$ cat src/rtl/async_receiver.sv
// UART 8N1 receiver: oversample-tick timing, 2-flop input sync, majority-style saturating filter,
// mid-bit sampling FSM, line-idle detection and end-of-packet pulse.
module async_receiver #(
  parameter int ClkFrequency = 69118054,
  parameter int Baud         = 115200,
  parameter int Oversampling = 8,
  parameter int IdleBits     = 10
) (
  input  logic       clk,
  input  logic       arst_l,
  input  logic       RxD,
  output logic [7:0] RxD_data,
  output logic       RxD_data_ready,
  output logic       RxD_frame_err,
  output logic       RxD_idle,
  output logic       RxD_endofpacket,
  output logic [2:0] dbg_state_o
);

  localparam int Div    = (ClkFrequency + Baud * Oversampling / 2) / (Baud * Oversampling);
  localparam int TickW  = (Div > 1) ? $clog2(Div) : 1;
  localparam int OsW    = $clog2(Oversampling);
  localparam int GapMax = IdleBits * Oversampling;
  localparam int GapW   = $clog2(GapMax + 1);

  localparam logic [TickW-1:0] TickLast = TickW'(Div - 1);
  localparam logic [OsW-1:0]   OsHalf   = OsW'(Oversampling / 2 - 1);
  localparam logic [OsW-1:0]   OsLast   = OsW'(Oversampling - 1);
  localparam logic [GapW-1:0]  GapFull  = GapW'(GapMax);

  typedef enum logic [2:0] {
    S_IDLE  = 3'd0,
    S_START = 3'd1,
    S_DATA  = 3'd2,
    S_STOP  = 3'd3,
    S_BREAK = 3'd4
  } state_e;

  // Reset is asserted asynchronously but released on a clock edge.
  logic rst_meta_q;
  logic rst_n_q;

  always_ff @(posedge clk or negedge arst_l) begin
    if (!arst_l) begin
      rst_meta_q <= 1'b0;
      rst_n_q    <= 1'b0;
    end else begin
      rst_meta_q <= 1'b1;
      rst_n_q    <= rst_meta_q;
    end
  end

  logic [1:0]       sync_q;
  logic             rx_s;
  logic [TickW-1:0] tick_cnt_q, tick_cnt_d;
  logic             tick;
  logic [1:0]       filt_q, filt_d;
  logic             bit_f_q, bit_f_d;
  logic [GapW-1:0]  gap_q, gap_d;
  logic             idle_d;

  state_e           state_q;
  logic [OsW-1:0]   os_q;
  logic [2:0]       bitcnt_q;
  logic [7:0]       shreg_q;
  logic             armed_q;

  assign rx_s        = sync_q[1];
  assign dbg_state_o = state_q;

  always_comb begin
    tick       = (tick_cnt_q == TickLast);
    tick_cnt_d = tick ? '0 : tick_cnt_q + 1'b1;
  end

  // Hysteresis filter: bit_f only flips once the counter hits a rail.
  always_comb begin
    filt_d  = filt_q;
    bit_f_d = bit_f_q;
    if (tick) begin
      if (rx_s && (filt_q != 2'd3)) begin
        filt_d = filt_q + 1'b1;
      end else if (!rx_s && (filt_q != 2'd0)) begin
        filt_d = filt_q - 1'b1;
      end
      if (filt_d == 2'd3) begin
        bit_f_d = 1'b1;
      end else if (filt_d == 2'd0) begin
        bit_f_d = 1'b0;
      end
    end
  end

  always_comb begin
    gap_d = gap_q;
    if (tick) begin
      if ((state_q != S_IDLE) || !bit_f_q) begin
        gap_d = '0;
      end else if (gap_q != GapFull) begin
        gap_d = gap_q + 1'b1;
      end
    end
    idle_d = (gap_d == GapFull);
  end

  always_ff @(posedge clk or negedge rst_n_q) begin
    if (!rst_n_q) begin
      sync_q     <= 2'b11;
      tick_cnt_q <= '0;
      filt_q     <= 2'd3;
      bit_f_q    <= 1'b1;
      gap_q      <= '0;
    end else begin
      sync_q     <= {sync_q[0], RxD};
      tick_cnt_q <= tick_cnt_d;
      filt_q     <= filt_d;
      bit_f_q    <= bit_f_d;
      gap_q      <= gap_d;
    end
  end

  always_ff @(posedge clk or negedge rst_n_q) begin
    if (!rst_n_q) begin
      state_q         <= S_IDLE;
      os_q            <= '0;
      bitcnt_q        <= '0;
      shreg_q         <= '0;
      armed_q         <= 1'b0;
      RxD_data        <= '0;
      RxD_data_ready  <= 1'b0;
      RxD_frame_err   <= 1'b0;
      RxD_idle        <= 1'b0;
      RxD_endofpacket <= 1'b0;
    end else begin
      RxD_data_ready  <= 1'b0;
      RxD_frame_err   <= 1'b0;
      RxD_endofpacket <= 1'b0;
      RxD_idle        <= idle_d;
      if (idle_d && !RxD_idle && armed_q) begin
        RxD_endofpacket <= 1'b1;
        armed_q         <= 1'b0;
      end
      if (tick) begin
        case (state_q)
          S_IDLE: begin
            if (!bit_f_q) begin
              state_q <= S_START;
              os_q    <= '0;
            end
          end
          S_START: begin
            if (os_q == OsHalf) begin
              if (bit_f_q) begin
                state_q <= S_IDLE;
              end else begin
                state_q  <= S_DATA;
                bitcnt_q <= '0;
                os_q     <= '0;
              end
            end else begin
              os_q <= os_q + 1'b1;
            end
          end
          S_DATA: begin
            if (os_q == OsLast) begin
              os_q     <= '0;
              shreg_q  <= {bit_f_q, shreg_q[7:1]};
              bitcnt_q <= bitcnt_q + 1'b1;
              if (bitcnt_q == 3'd7) begin
                state_q <= S_STOP;
              end
            end else begin
              os_q <= os_q + 1'b1;
            end
          end
          S_STOP: begin
            if (os_q == OsLast) begin
              os_q <= '0;
              if (bit_f_q) begin
                RxD_data       <= shreg_q;
                RxD_data_ready <= 1'b1;
                armed_q        <= 1'b1;
                state_q        <= S_IDLE;
              end else begin
                RxD_frame_err <= 1'b1;
                state_q       <= S_BREAK;
              end
            end else begin
              os_q <= os_q + 1'b1;
            end
          end
          // A held-low line stays here so it reports a single frame error.
          S_BREAK: begin
            if (bit_f_q) begin
              state_q <= S_IDLE;
            end
          end
          default: state_q <= S_IDLE;
        endcase
      end
    end
  end

endmodule
$ cat config.mk
export PLATFORM = sky130hd
export DESIGN_NAME = async_receiver
export DESIGN_NICKNAME = d
export VERILOG_FILES = /design/src/rtl/async_receiver.sv
export SDC_FILE = /design/constraint.sdc
export NUM_CORES = 1
export LEC_CHECK = 0
export BUFFER_PORTS_ARGS = -buffer_cell sky130_fd_sc_hd__buf_2
export CAP_MARGIN = 20
export CORE_MARGIN = 5
export CORE_UTILIZATION = 50
export CTS_CLUSTER_DIAMETER = 120
export DETAILED_ROUTE_END_ITERATION = 10
export PLACE_DENSITY = 0.71
export SYNTH_ARGS = -nofsm -noshare
export SYNTH_HDL_FRONTEND = slang
export SYNTH_SLANG_ARGS = --single-unit
$ cat constraint.sdc
create_clock -name clk -period 1.64 [get_ports clk]
set_input_delay 0.082 -clock clk [delete_from_list [all_inputs] [get_ports clk]]
set_output_delay 0.082 -clock clk [all_outputs]
set_load 0.005 [all_outputs]
* After elaboration in Yosys (flattened, before gate mapping)
Cells that the tools add are included.
Word-level totals: register bits 51, output and inout port bits 15, word-level logic and storage cells 104
Operators by class: add/subtract/negate cells 6, equal/unequal tests 19, multiplexer cells 40, reductions and logical operators 22
Operators by type and width (count):
- $mux 3 | 13
- $mux 7 | 4
- $mux 1 | 16
- $ne 2x2->1 const B | 8
- $pmux 3 s5 | 1
- $add 7x1->7 const B | 2
- $eq 7x7->1 const B | 2
- $eq 3x2->1 const B | 3
- $eq 3x3->1 const B | 3
- $pmux 3 s3 | 1
- $mux 2 | 4
- $ne 7x7->1 const B | 1
- $reduce_and 7->1 | 1
- $add 3x1->3 const B | 2
- $pmux 3 s2 | 1
- $reduce_bool 2->1 | 3
- $reduce_bool 3->1 | 2
- $reduce_and 5->1 | 1
- $logic_and 1x1->1 | 4
- $reduce_and 2->1 | 2
- $reduce_and 4->1 | 1
- $eq 3x1->1 const B | 1
- $logic_not 1->1 | 3
- $logic_not 3->1 | 1
- 7 further kinds | 7

* Logic depth before layout (Yosys ltp)
Gate-level depths: netlist of run 1.
word-level depth 12, mapped depth 9, gate-level depth less buffers 8

* Least setup slack after synthesis of run 1
No wires, ideal clock.
path type flip-flop to flip-flop, start reg tick_cnt_q[0], end reg shreg_q[0], data arrival time 2.004 ns, path slack -0.489 ns, stages on the path, launching flop included 9, path buffers 0, period minus slack after synthesis 2.129 ns, path through dfrtp_1 inv_1 ha_1 nor2b_1 nand2_2 nor2_1 nand2_1 nor3b_4 mux2_2
Between the ends: word-level cells in the longest chain between the ends 2
Ends and longest elaborated chain:
- start: declaration | RTL line 55 | logic [TickW-1:0] tick_cnt_q, tick_cnt_d;
- start signal: assignment | RTL line 115 | tick_cnt_q <= tick_cnt_d;
- $eq 7x7->1 | RTL line 72 | tick = (tick_cnt_q == TickLast);
- $reduce_and 3->1 (no source line)
- end signal: assignment | RTL line 167 | shreg_q <= {bit_f_q, shreg_q[7:1]};
- end: declaration | RTL line 65 | logic [7:0] shreg_q;
Every way passes these cells. A chain may end at the register's enable or synchronous reset.

* Worst setup path after layout of run 1
start reg bit_f_q, end reg RxD_endofpacket
Between the ends: word-level cells in the longest chain between the ends 8
Ends and longest elaborated chain:
- start: declaration | RTL line 58 | logic bit_f_q, bit_f_d;
- start signal: assignment | RTL line 117 | bit_f_q <= bit_f_d;
- $logic_not 1->1
- $logic_or 1x1->1 | RTL line 97 | if ((state_q != S_IDLE) || !bit_f_q) begin
- $mux 7 | RTL line 97
- $mux 7 | RTL line 96 | if (tick) begin
- $eq 7x7->1 | RTL line 103 | idle_d = (gap_d == GapFull);
- $logic_and 1x1->1 (2 in series) | RTL line 139 | if (idle_d && !RxD_idle && armed_q) begin
- $mux 1 | RTL line 139
- end signal: assignment | RTL line 133 | RxD_endofpacket <= 1'b0;
- end signal: assignment | RTL line 137 | RxD_endofpacket <= 1'b0;
- end signal: assignment | RTL line 140 | RxD_endofpacket <= 1'b1;
- end: declaration | RTL line 16 | output logic RxD_endofpacket,
Every way passes these cells.

==> results of run 1 <==
routing by layer:
metal  wire length [um]  vias up  global-route usage, %
met1               2510     1013                   23.2
met3                179       11                   3.77
li1                   -      979                      -
met5                  0        -                      0
met2               3230       37                   33.1
met4                121        0                   5.57
power breakdown:
group / switching [mW] / leakage [nW] / internal (mW)
registers: 0.00322 / 0.680 / 1.26
clock network: 0.444 / 0.0502 / 0.317
logic: 0.0268 / 0.967 / 0.0154
total: 0.474 / 1.70 / 1.60
cell families after synthesis:
family | after synthesis
xor+xnor | 7
compound gates | 43
fa+ha+maj | 12
other cells | 1
simple gates | 79
mux | 19
flops | 51
buf+inv | 16
worst max-delay path by stage:
stage	to	slack, ps	cells past startpoint	start
floorplan	RxD_endofpacket$_DFF_PN0_	-410	7	dbg_state_o[0]$_DFFE_PN0P_
global placement	RxD_endofpacket$_DFF_PN0_	-400	6	bit_f_q$_DFFE_PN1P_
detailed placement	RxD_endofpacket$_DFF_PN0_	-440	6	bit_f_q$_DFFE_PN1P_
CTS	RxD_endofpacket$_DFF_PN0_	-440	6	bit_f_q$_DFFE_PN1P_
global route	RxD_endofpacket$_DFF_PN0_	-570	9	gap_q[0]$_DFF_PN0_
finish	RxD_endofpacket$_DFF_PN0_	-410	6	bit_f_q$_DFFE_PN1P_
flip-flops by register name (all words and copies together), names as in the netlist, 2 cells and up:
name         flops
RxD_data         8
bitcnt_q         3
dbg_state_o      3
filt_q           2
gap_q            7
os_q             3
shreg_q          8
sync_q           2
tick_cnt_q       7
cell type report:
type                    count  area, um2  share of cell area [%]
clock buffers               5       68.8                    1.85
inverters                   9       33.8                   0.911
flip-flops and latches     51       1280                    34.6
well taps                  67       83.8                    2.26
clock inverters             3       28.8                   0.776
repair buffers             83        661                    17.8
multi-input cells         161       1550                    41.8
critical path, cell delays in order, from the launching register on:
cell                       delay (ps)
sky130_fd_sc_hd__dfstp_2          540
sky130_fd_sc_hd__or4b_4           450
sky130_fd_sc_hd__or3_4            360
sky130_fd_sc_hd__nor3_4           170
sky130_fd_sc_hd__a211oi_2          80
sky130_fd_sc_hd__nor4b_4          240
sky130_fd_sc_hd__and2_1           150
stage by stage:
stage | power, mW | setup TNS (ps) | worst slack, ps | hold slack, ps | util [%]
2_1_floorplan | 1.31 | -4220 | -414 | -214 | -
3_3_place_gp | 1.33 | -4750 | -403 | -134 | 66.1
3_5_place_dp | 1.33 | -5520 | -436 | -131 | 66.1
4_1_cts | 2.09 | -4290 | -437 | 75.6 | 72.3
5_1_grt | 2.16 | -6840 | -569 | 76.2 | 77.5
6_report | 2.07 | -4530 | -406 | 79.2 | 77.5
synth_stat cells, types with 2 or more instances:
| cell | count | area [um2] |
|---|---|---|
| sky130_fd_sc_hd__a211oi_1 | 3 | 22.5 |
| sky130_fd_sc_hd__a21o_1 | 2 | 15.0 |
| sky130_fd_sc_hd__a21oi_1 | 6 | 30.0 |
| sky130_fd_sc_hd__and2_1 | 3 | 18.8 |
| sky130_fd_sc_hd__and3_1 | 3 | 18.8 |
| sky130_fd_sc_hd__and4_1 | 3 | 26.3 |
| sky130_fd_sc_hd__clkbuf_1 | 5 | 18.8 |
| sky130_fd_sc_hd__dfrtp_1 | 46 | 1150 |
| sky130_fd_sc_hd__dfstp_2 | 5 | 131 |
| sky130_fd_sc_hd__ha_1 | 12 | 150 |
| sky130_fd_sc_hd__inv_1 | 9 | 33.8 |
| sky130_fd_sc_hd__mux2_2 | 17 | 191 |
| sky130_fd_sc_hd__mux2i_1 | 2 | 20.0 |
| sky130_fd_sc_hd__nand2_1 | 16 | 60.1 |
| sky130_fd_sc_hd__nand2b_1 | 5 | 31.3 |
| sky130_fd_sc_hd__nand3_1 | 10 | 50.1 |
| sky130_fd_sc_hd__nor2_1 | 18 | 67.6 |
| sky130_fd_sc_hd__nor2b_1 | 2 | 12.5 |
| sky130_fd_sc_hd__nor3_1 | 3 | 15.0 |
| sky130_fd_sc_hd__nor4b_2 | 2 | 30.0 |
| sky130_fd_sc_hd__o211ai_1 | 2 | 15.0 |
| sky130_fd_sc_hd__o21ai_0 | 18 | 90.1 |
| sky130_fd_sc_hd__o22ai_1 | 4 | 25.0 |
| sky130_fd_sc_hd__o31ai_1 | 3 | 22.5 |
| sky130_fd_sc_hd__xnor2_1 | 6 | 52.6 |
placed cells by master (no fill, tap or decap), drive strengths merged, types with 3 or more instances in the layout:
cell	synthesis	final
a211oi	3	3
a21oi	6	6
and2	3	3
and3	3	3
and4	3	3
buf	2	81
clkbuf	5	5
dfrtp	46	46
dfstp	5	5
ha	12	12
inv	9	10
mux2	17	17
nand2	17	17
nand2b	5	5
nand3	10	10
nor2	18	18
nor3	4	4
nor4b	3	3
o21ai	18	18
o22ai	4	4
o31ai	3	3
xnor2	6	6
what timing repair did:
item	4_1_cts	5_1_grt
setup endpoints to repair	31	35
buffers inserted	5	7
pin swaps	12	16
cloned	0	0
hold buffers	2	0
gates resized for setup	39	48
endpoints found under the hold margin	3	0
==> impl_metrics.csv, run 1 <==
group,metric,value,unit
status,run_status,"complete, but fails checks",
status,failed_checks,"negative setup slack",
global_routing,grt_pass1_wl,9.71,mm
clock_tree,clk-insertion-delay-late,300,ps
floorplanning,top_level_ports,18,
finish,post-route-cell-area,0.00371,mm2
placed_design,place.detailed.instances,358,
drt,ant_nets,0,
setup_path,rr_endpoint,"RxD_endofpacket$_DFF_PN0_",
setup_path,regToRegStartpoint,"bit_f_q$_DFFE_PN1P_",
finish,layout_cell_share_with_drive_strength_beyond_1,53.8,%
sta,finalCritPeriodShare,125,%
synth,synth_area_in_adders,5.98,%
synth,combinational_family_with_the_most_area_after_synthesis,"simple AND/OR/NAND/NOR gates",
pwr,ir_drop,0.000380,V
setup_path,critPathCaptureType,"register",
drt,first_iter_violations,87,
finish,num-nets-final,326,
sta,slew_violations,0,
finish,layout-area-overhead-vs-synth,47.7,%
setup_path,ff2ff_setup_slack,-410,ps
placed_design,gp_congestion,0.781,
min_path,hold_class,"in2async",
synth,yosys_most_used_dff,"sky130_fd_sc_hd__dfrtp_1",
setup_path,setup.worst_path.start_class,"register",
sta,max_freq,489,MHz
floorplanning,placementRows,25,
synth,async_s_r_ff_share_synth,100,%
sta,skew,3.02,ps
floorplanning,starting_density_of_the_core,52.5,%
sta,final.setup.worst_slack,-406,ps
clock_tree,clockRootBuffer,"sky130_fd_sc_hd__clkbuf_8",
finish,final-instance-count-excl-fill,379,
placed_design,placed_area,0.00316,mm2
clock_tree,clk_path_buf_depth,2,
synth,synth.yosys.seq_area_share,51.0,%
global_routing,grt_start_max_net_pins,50,
clock_tree,tritoncts,"done",
synth,ys.warnings.count,0,
drt,first_pass_iters,4,
clock_tree,cts-htree-levels,2,
floorplanning,die_x,80.9,um
synth,netlist-cell-type-count,48,
clock_tree,clk_pin_slew,100,ps
drt,via_count,2040,
sta,final-hold-violation-count,0,
sta,setup_viol,27,
synth,post_synth_and_or_nand_nor_area_fraction,18.6,%
sta,grt_setup_unrepaired,"true",
global_routing,grt_pass1_vias,2107,
finish,num-fill-cells,264,
floorplanning,fp.dieArea,0.00654,mm2
pwr,p_leak,1.70,nW
placed_design,port_buffers,17,
setup_path,worstRegToRegCells,6,
synth,synth-compound-area-share,10.6,%
floorplanning,dieHeight,80.9,um
floorplanning,core,0.00479,mm2
synth,postSynthRegisterBits,51,
global_routing,grt-ovfl-total,0,
setup_path,critical_path_required,1890,ps
synth,synth-edff-count,0,
synth,post_synth_inst_count,228,
setup_path,critical_path.max_fanout,2,
drt,post_drt_wl_per_cell,15.9,um
drt,drcViolationCount,0,
pwr,p_per_area,558,mW/mm2
clock_tree,number_of_clock_sinks,51,
sta,post-route-min-period,2050,ps
synth,fraction_of_synthesized_area_in_multiplexers,8.42,%
global_routing,grt_use_total,18.8,%
setup_path,worst-endpoint-arrival,2300,ps
drt,final_wirelength,6.04,mm
synth,syn-mean-instance-area,11.0,um2
finish,number_of_antenna_diodes,0,
placed_design,dp_hpwl,3.75,mm
clock_tree,tritoncts.num_buffers,5,
setup_path,path_class,"reg2reg",
synth,synth_fp_nets,243,
drt,avgViaCountPerCell,5.38,
synth,post_synth_xor_area_fraction,2.44,%
global_routing,grt_antenna_before_repair,0,
run,max_cap_viol_count,0,
synth,cell_area_after_synthesis,0.00251,mm2
Note: power is estimated with default switching activity, not from simulation.
==> inputs of run 2 (changes only) <==
--- a/config.mk
+++ b/config.mk
@@ -8,10 +8,10 @@
 export BUFFER_PORTS_ARGS = -buffer_cell sky130_fd_sc_hd__buf_2
 export CAP_MARGIN = 20
 export CORE_MARGIN = 5
-export CORE_UTILIZATION = 50
+export CORE_UTILIZATION = 54
 export CTS_CLUSTER_DIAMETER = 120
 export DETAILED_ROUTE_END_ITERATION = 10
-export PLACE_DENSITY = 0.71
+export PLACE_DENSITY_LB_ADDON = 0.12
 export SYNTH_ARGS = -nofsm -noshare
 export SYNTH_HDL_FRONTEND = slang
 export SYNTH_SLANG_ARGS = --single-unit
==> run 2 against run 1 <==
The run still ends with negative setup slack left. Clock-buffer cell count up 1. Register-to-register slack worse by 40 ps. Fmax down 2.0%. Hold slack better by 5.2 ps. Core utilization up 6.0 points. Largest power group unchanged. Wire length up 7.7%. Die area down 6.5%. Largest cell class unchanged. Critical path type unchanged. Clock skew up 5.6 ps. Cell area up 0.10%. Critical path depth down 1. First-iteration DRC count up 52%. Via count up 3.9%.
==> impl_metrics.csv, run 2 (same netlist as run 1, synthesis figures left out) <==
group,metric,value,unit
global_routing,grt_pass1_vias,2138,
clock_tree,number_of_clock_sinks,51,
floorplanning,die_x,78.2,um
drt,first_iter_violations,132,
global_routing,grt_pass1_wl,10.4,mm
setup_path,critical_path_required,1820,ps
drt,post_drt_wl_per_cell,17.8,um
sta,skew,8.67,ps
sta,max_freq,479,MHz
finish,post-route-cell-area,0.00371,mm2
drt,final_wirelength,6.50,mm
drt,drcViolationCount,0,
finish,layout_cell_share_with_drive_strength_beyond_1,55.1,%
drt,avgViaCountPerCell,5.79,
clock_tree,tritoncts,"done",
clock_tree,clk-insertion-delay-late,310,ps
global_routing,grt_start_max_net_pins,35,
clock_tree,clockRootBuffer,"sky130_fd_sc_hd__clkbuf_8",
min_path,hold_class,"in2async",
finish,layout.cells.most_common_list,"sky130_fd_sc_hd__buf_4 (51), sky130_fd_sc_hd__dfrtp_1 (44), sky130_fd_sc_hd__mux2_4 (17), sky130_fd_sc_hd__buf_2 (17), sky130_fd_sc_hd__nor2_1 (15)",
finish,number_of_antenna_diodes,0,
sta,grt_setup_unrepaired,"true",
floorplanning,top_level_ports,18,
placed_design,port_buffers,17,
sta,final.setup.worst_slack,-449,ps
run,max_cap_viol_count,0,
setup_path,path_class,"reg2reg",
setup_path,critical_path.max_fanout,2,
placed_design,gp_congestion,0.788,
setup_path,setup.worst_path.start_class,"register",
pwr,p_per_area,561,mW/mm2
sta,finalCritPeriodShare,127,%
status,run_status,"complete, but fails checks",
global_routing,grt_antenna_before_repair,0,
placed_design,dp_hpwl,3.74,mm
floorplanning,fp.dieArea,0.00612,mm2
pwr,netSwitchingPower,0.455,mW
floorplanning,dieHeight,78.2,um
setup_path,critPathCaptureType,"register",
sta,final-hold-violation-count,0,
drt,ant_nets,0,
finish,largest_registers,"RxD_data (8), shreg_q (8)",
pwr,p_leak,1.70,nW
clock_tree,clk_path_buf_depth,2,
global_routing,grt-ovfl-total,0,
drt,first_pass_iters,4,
clock_tree,tritoncts.num_buffers,5,
pwr,power.share.clock,36.9,%
finish,most_common_library_cell_in_the_layout_ignoring_fill_and_taps,"sky130_fd_sc_hd__buf_4",
floorplanning,placementRows,24,
pwr,combPwrFrac,1.9,%
finish,num-fill-cells,230,
setup_path,worst-endpoint-arrival,2270,ps
finish,num-nets-final,328,
floorplanning,core,0.00444,mm2
pwr,ir_drop,0.000365,V
drt,via_count,2119,
sta,slew_violations,0,
floorplanning,starting_density_of_the_core,56.5,%
clock_tree,cts-htree-levels,2,
sta,setup_viol,27,
finish,layout-area-overhead-vs-synth,47.8,%
status,failed_checks,"negative setup slack",
clock_tree,clk_pin_slew,90,ps
pwr,power.switching_fraction,21.8,%
global_routing,grt_use_total,21.5,%
pwr,post-layout-total-power,2.08,mW
placed_design,placed_area,0.00315,mm2
sta,post-route-min-period,2090,ps
pwr,share_seq_of_total_power,61.2,%
pwr,intPower,1.63,mW
[run 2: power groups by stage]
stage | clock network, mW | registers (mW) | logic [mW]
floorplan | 0 | 1.31 | 0.00418
global placement | 0 | 1.30 | 0.0311
detailed placement | 0 | 1.30 | 0.0312
CTS | 0.785 | 1.27 | 0.0372
global route | 0.846 | 1.28 | 0.0459
finish | 0.769 | 1.27 | 0.0402
[run 2: path summary, 6_finish.rpt]
kind | end | depth (start not counted) | start | slack (ps)
setup / recovery | RxD_idle$_DFF_PN0_ | 5 | bit_f_q$_DFFE_PN1P_ | -450
hold / removal | rst_n_q$_DFF_PN0_ | 2 | arst_l | 80
setup reg to reg | RxD_idle$_DFF_PN0_ | 5 | bit_f_q$_DFFE_PN1P_ | -450
hold reg to reg | RxD_data[6]$_DFFE_PN0P_ | 0 | rst_n_q$_DFF_PN0_ | 180
max in group asynchronous | filt_q[0]$_DFFE_PN1N_ | 1 | rst_n_q$_DFF_PN0_ | 900
min in group clk | rst_n_q$_DFF_PN0_ | 0 | rst_meta_q$_DFF_PN0_ | 360
[run 2: area by class of cell]
type	instances	area [um2]	share of cell area, %
clock buffer	6	82.6	2.22
timing repair buffer	85	683	18.4
clock inverter	2	16.3	0.438
inverter	9	33.8	0.910
multi-input combinational	161	1550	41.7
sequential	51	1280	34.6
tap	52	65.1	1.75
[run 2: through the flow]
step	std cells	hold WS, ps	setup TNS (ps)	util [%]	setup slack [ps]
finish	366	84.4	-5210	83.6	-449
global route	366	78.8	-7490	83.6	-542
CTS	361	75.2	-4480	78.0	-426
detailed placement	343	-131	-6240	70.8	-467
global placement	343	-133	-5080	70.8	-408
floorplan	228	-214	-4220	-	-414
[run 2: repair_timing]
item                                    CTS  global route
hold buffers                              2             0
endpoints found under the setup margin   31            34
pin swaps                                19            18
buffers inserted                          8             7
hold endpoints to repair                  3             0
resized for setup                        43            49
[run 2: layer usage]
| layer | share of wire (%) | GRT usage [%] |
|---|---|---|
| met1 | 42 | 28.1 |
| met4 | 1.8 | 9.97 |
| met5 | 0 | 0 |
| met3 | 4.5 | 3.09 |
| met2 | 52 | 35.7 |
[run 2: critical path: stages (launching register included)]
cell,delay (ps)
sky130_fd_sc_hd__dfstp_2,550
sky130_fd_sc_hd__or4b_4,480
sky130_fd_sc_hd__or3_4,370
sky130_fd_sc_hd__nor3_4,170
sky130_fd_sc_hd__a211oi_2,70
sky130_fd_sc_hd__nor4b_1,320
==> inputs of run 3 (changes only) <==
--- a/config.mk
+++ b/config.mk
@@ -7,11 +7,14 @@
 export LEC_CHECK = 0
 export BUFFER_PORTS_ARGS = -buffer_cell sky130_fd_sc_hd__buf_2
 export CAP_MARGIN = 20
-export CORE_MARGIN = 5
-export CORE_UTILIZATION = 54
+export CELL_PAD_IN_SITES_DETAIL_PLACEMENT = 1
+export CELL_PAD_IN_SITES_GLOBAL_PLACEMENT = 1
+export CORE_MARGIN = 2
+export CORE_UTILIZATION = 43
 export CTS_CLUSTER_DIAMETER = 120
 export DETAILED_ROUTE_END_ITERATION = 10
 export PLACE_DENSITY_LB_ADDON = 0.12
+export REMOVE_ABC_BUFFERS = 1
 export SYNTH_ARGS = -nofsm -noshare
 export SYNTH_HDL_FRONTEND = slang
 export SYNTH_SLANG_ARGS = --single-unit
==> run 3 against run 2 <==
Clock-buffer cell count decreased by 1. Non-clock buffer count decreased by 3. The flow still finishes with violations (negative setup slack). Critical path type unchanged. Via count is 0.42% higher.
==> impl_metrics.csv, run 3 (same netlist as run 1, synthesis figures left out) <==
group,metric,value,unit
sta,final-hold-violation-count,0,
clock_tree,clk_path_buf_depth,2,
finish,final_util,66.1,%
finish,number_of_antenna_diodes,0,
drt,post_drt_wl_per_cell,20.7,um
sta,skew,18.0,ps
floorplanning,die_x,80.4,um
setup_path,critical_path.max_fanout,4,
global_routing,grt_pass1_vias,2349,
floorplanning,dieHeight,80.4,um
setup_path,path_buf_inv,0,
floorplanning,fp.dieArea,0.00647,mm2
drt,drcViolationCount,0,
setup_path,timing.critical_path.max_delay_family,"simple AND/OR/NAND/NOR gates",
run,max_cap_viol_count,0,
floorplanning,top_level_ports,18,
clock_tree,cts-htree-levels,2,
global_routing,grt-ovfl-total,0,
clock_tree,tritoncts.num_buffers,5,
setup_path,critPathCaptureType,"register",
setup_path,setup.worst_path.start_class,"register",
drt,first_pass_iters,4,
setup_path,worst-endpoint-arrival,2340,ps
clock_tree,clk_pin_slew,120,ps
placed_design,gp_congestion,0.827,
placed_design,dp_hpwl,4.33,mm
placed_design,port_buffers,17,
finish,num-nets-final,326,
sta,finalCritPeriodShare,125,%
finish,post-route-cell-area,0.00369,mm2
sta,totalNegativeSetupSlack,-7470,ps
pwr,p_leak,1.72,nW
clock_tree,number_of_clock_sinks,51,
setup_path,rr_endpoint,"RxD_endofpacket$_DFF_PN0_",
floorplanning,core,0.00557,mm2
pwr,ir_drop,0.000462,V
finish,most_common_library_cell_in_the_layout_ignoring_fill_and_taps,"sky130_fd_sc_hd__buf_4",
placed_design,place.detailed.instances,362,
setup_path,path_class,"reg2reg",
drt,via_count,2128,
setup_path,cp_slowest_cell,"sky130_fd_sc_hd__dfstp_2",
sta,final.setup.worst_slack,-412,ps
setup_path,worstRegToRegCells,6,
placed_design,placed_area,0.00307,mm2
global_routing,grt_antenna_before_repair,0,
min_path,hold_class,"in2async",
clock_tree,tritoncts,"done",
finish,layout_cell_share_with_drive_strength_beyond_1,55.1,%
clock_tree,clockRootBuffer,"sky130_fd_sc_hd__clkbuf_8",
finish,final-instance-count-excl-fill,384,
drt,final_wirelength,7.97,mm
sta,setup_viol,32,
drt,avgViaCountPerCell,5.54,
pwr,p_per_area,582,mW/mm2
sta,max_freq,487,MHz
global_routing,grt_use_total,25.5,%
finish,largest_registers,"RxD_data (8), shreg_q (8)",
sta,post-route-min-period,2050,ps
finish,layout-area-overhead-vs-synth,46.7,%
setup_path,critical_path_required,1930,ps
floorplanning,placementRows,27,
drt,ant_nets,0,
global_routing,grt_start_max_net_pins,39,
setup_path,crit_chain,"or4b_4, or3_4, nor3_4, a211oi_2, nor4b_4, and2_1",
clock_tree,clk-insertion-delay-late,340,ps
setup_path,ff2ff_setup_slack,-410,ps
floorplanning,starting_density_of_the_core,45.1,%
finish,layout.cells.most_common_list,"sky130_fd_sc_hd__buf_4 (48), sky130_fd_sc_hd__dfrtp_1 (45), sky130_fd_sc_hd__buf_2 (17)",
global_routing,grt_pass1_wl,12.3,mm
status,run_status,"complete, but fails checks",
setup_path,longest_individual_stage_delay_on_the_worst_path,580,ps
sta,slew_violations,0,
sta,grt_setup_unrepaired,"true",
placed_design,preCtsSetupSlack,-512,ps
setup_path,regToRegStartpoint,"bit_f_q$_DFFE_PN1P_",
drt,first_iter_violations,101,
status,failed_checks,"negative setup slack",
run 3: changes by cell type in the layout (fill, tap and decap cells not counted), moves of 3 or more:
cell	change
sky130_fd_sc_hd__nand2_4	+3
sky130_fd_sc_hd__mux2_4	-7
sky130_fd_sc_hd__o21ai_2	+4
sky130_fd_sc_hd__buf_4	-3
sky130_fd_sc_hd__mux2_2	+7
run 3: worst max path at each step:
| stage | slack (ps) | start | cells after the start | end |
|---|---|---|---|---|
| 2_1_floorplan | -510 | dbg_state_o[0]$_DFFE_PN0P_ | 6 | RxD_endofpacket$_DFF_PN0_ |
| 3_3_place_gp | -430 | tick_cnt_q[0]$_DFF_PN0_ | 8 | bitcnt_q[0]$_DFFE_PN0P_ |
| 3_5_place_dp | -510 | tick_cnt_q[0]$_DFF_PN0_ | 8 | bitcnt_q[0]$_DFFE_PN0P_ |
| 4_1_cts | -450 | bit_f_q$_DFFE_PN1P_ | 6 | RxD_endofpacket$_DFF_PN0_ |
| 5_1_grt | -490 | os_q[1]$_DFFE_PN0P_ | 8 | RxD_endofpacket$_DFF_PN0_ |
| 6_report | -410 | bit_f_q$_DFFE_PN1P_ | 6 | RxD_endofpacket$_DFF_PN0_ |
run 3: worst reg2reg max path, cell delays in order (launching register included):
cell	delay [ps]
sky130_fd_sc_hd__dfstp_2	580
sky130_fd_sc_hd__or4b_4	470
sky130_fd_sc_hd__or3_4	360
sky130_fd_sc_hd__nor3_4	130
sky130_fd_sc_hd__a211oi_2	80
sky130_fd_sc_hd__nor4b_4	240
sky130_fd_sc_hd__and2_1	160
run 3: per-stage QoR:
stage / total power, mW / hold WS [ps]
2_1_floorplan: 1.31 / -214
4_1_cts: 2.14 / 45.6
3_3_place_gp: 1.33 / -132
3_5_place_dp: 1.33 / -131
5_1_grt: 2.21 / 52.7
6_report: 2.14 / 47.8
run 3: power breakdown:
| part | internal, mW | switching [mW] |
|---|---|---|
| sequential | 1.26 | 0.00905 |
| clock | 0.316 | 0.513 |
| combinational | 0.0175 | 0.0243 |
| total | 1.60 | 0.546 |
run 3: what timing repair did:
action / in CTS / in global routing
setup buffers: 8 / 3
gates cloned: 2 / 0
hold endpoints to repair: 3 / 0
pin swaps: 20 / 20
endpoints found under the setup margin: 36 / 38
hold buffers: 2 / 0
resized for setup: 76 / 38
run 3: per-layer routing:
layer	part of all wire, %	track usage (%)
met3	2.5	4.49
met2	53	46.8
met1	43	29.9
met4	2.0	8.31
met5	0	0
run 3: final cells by class:
type	count	area, um2
Clock buffer	5	68.8
Clock inverter	3	26.3
Fill cell	604	1890
Inverter	9	33.8
Multi-Input combinational cell	162	1530
Sequential cell	51	1280
Tap cell	72	90.1
Timing Repair Buffer	82	652
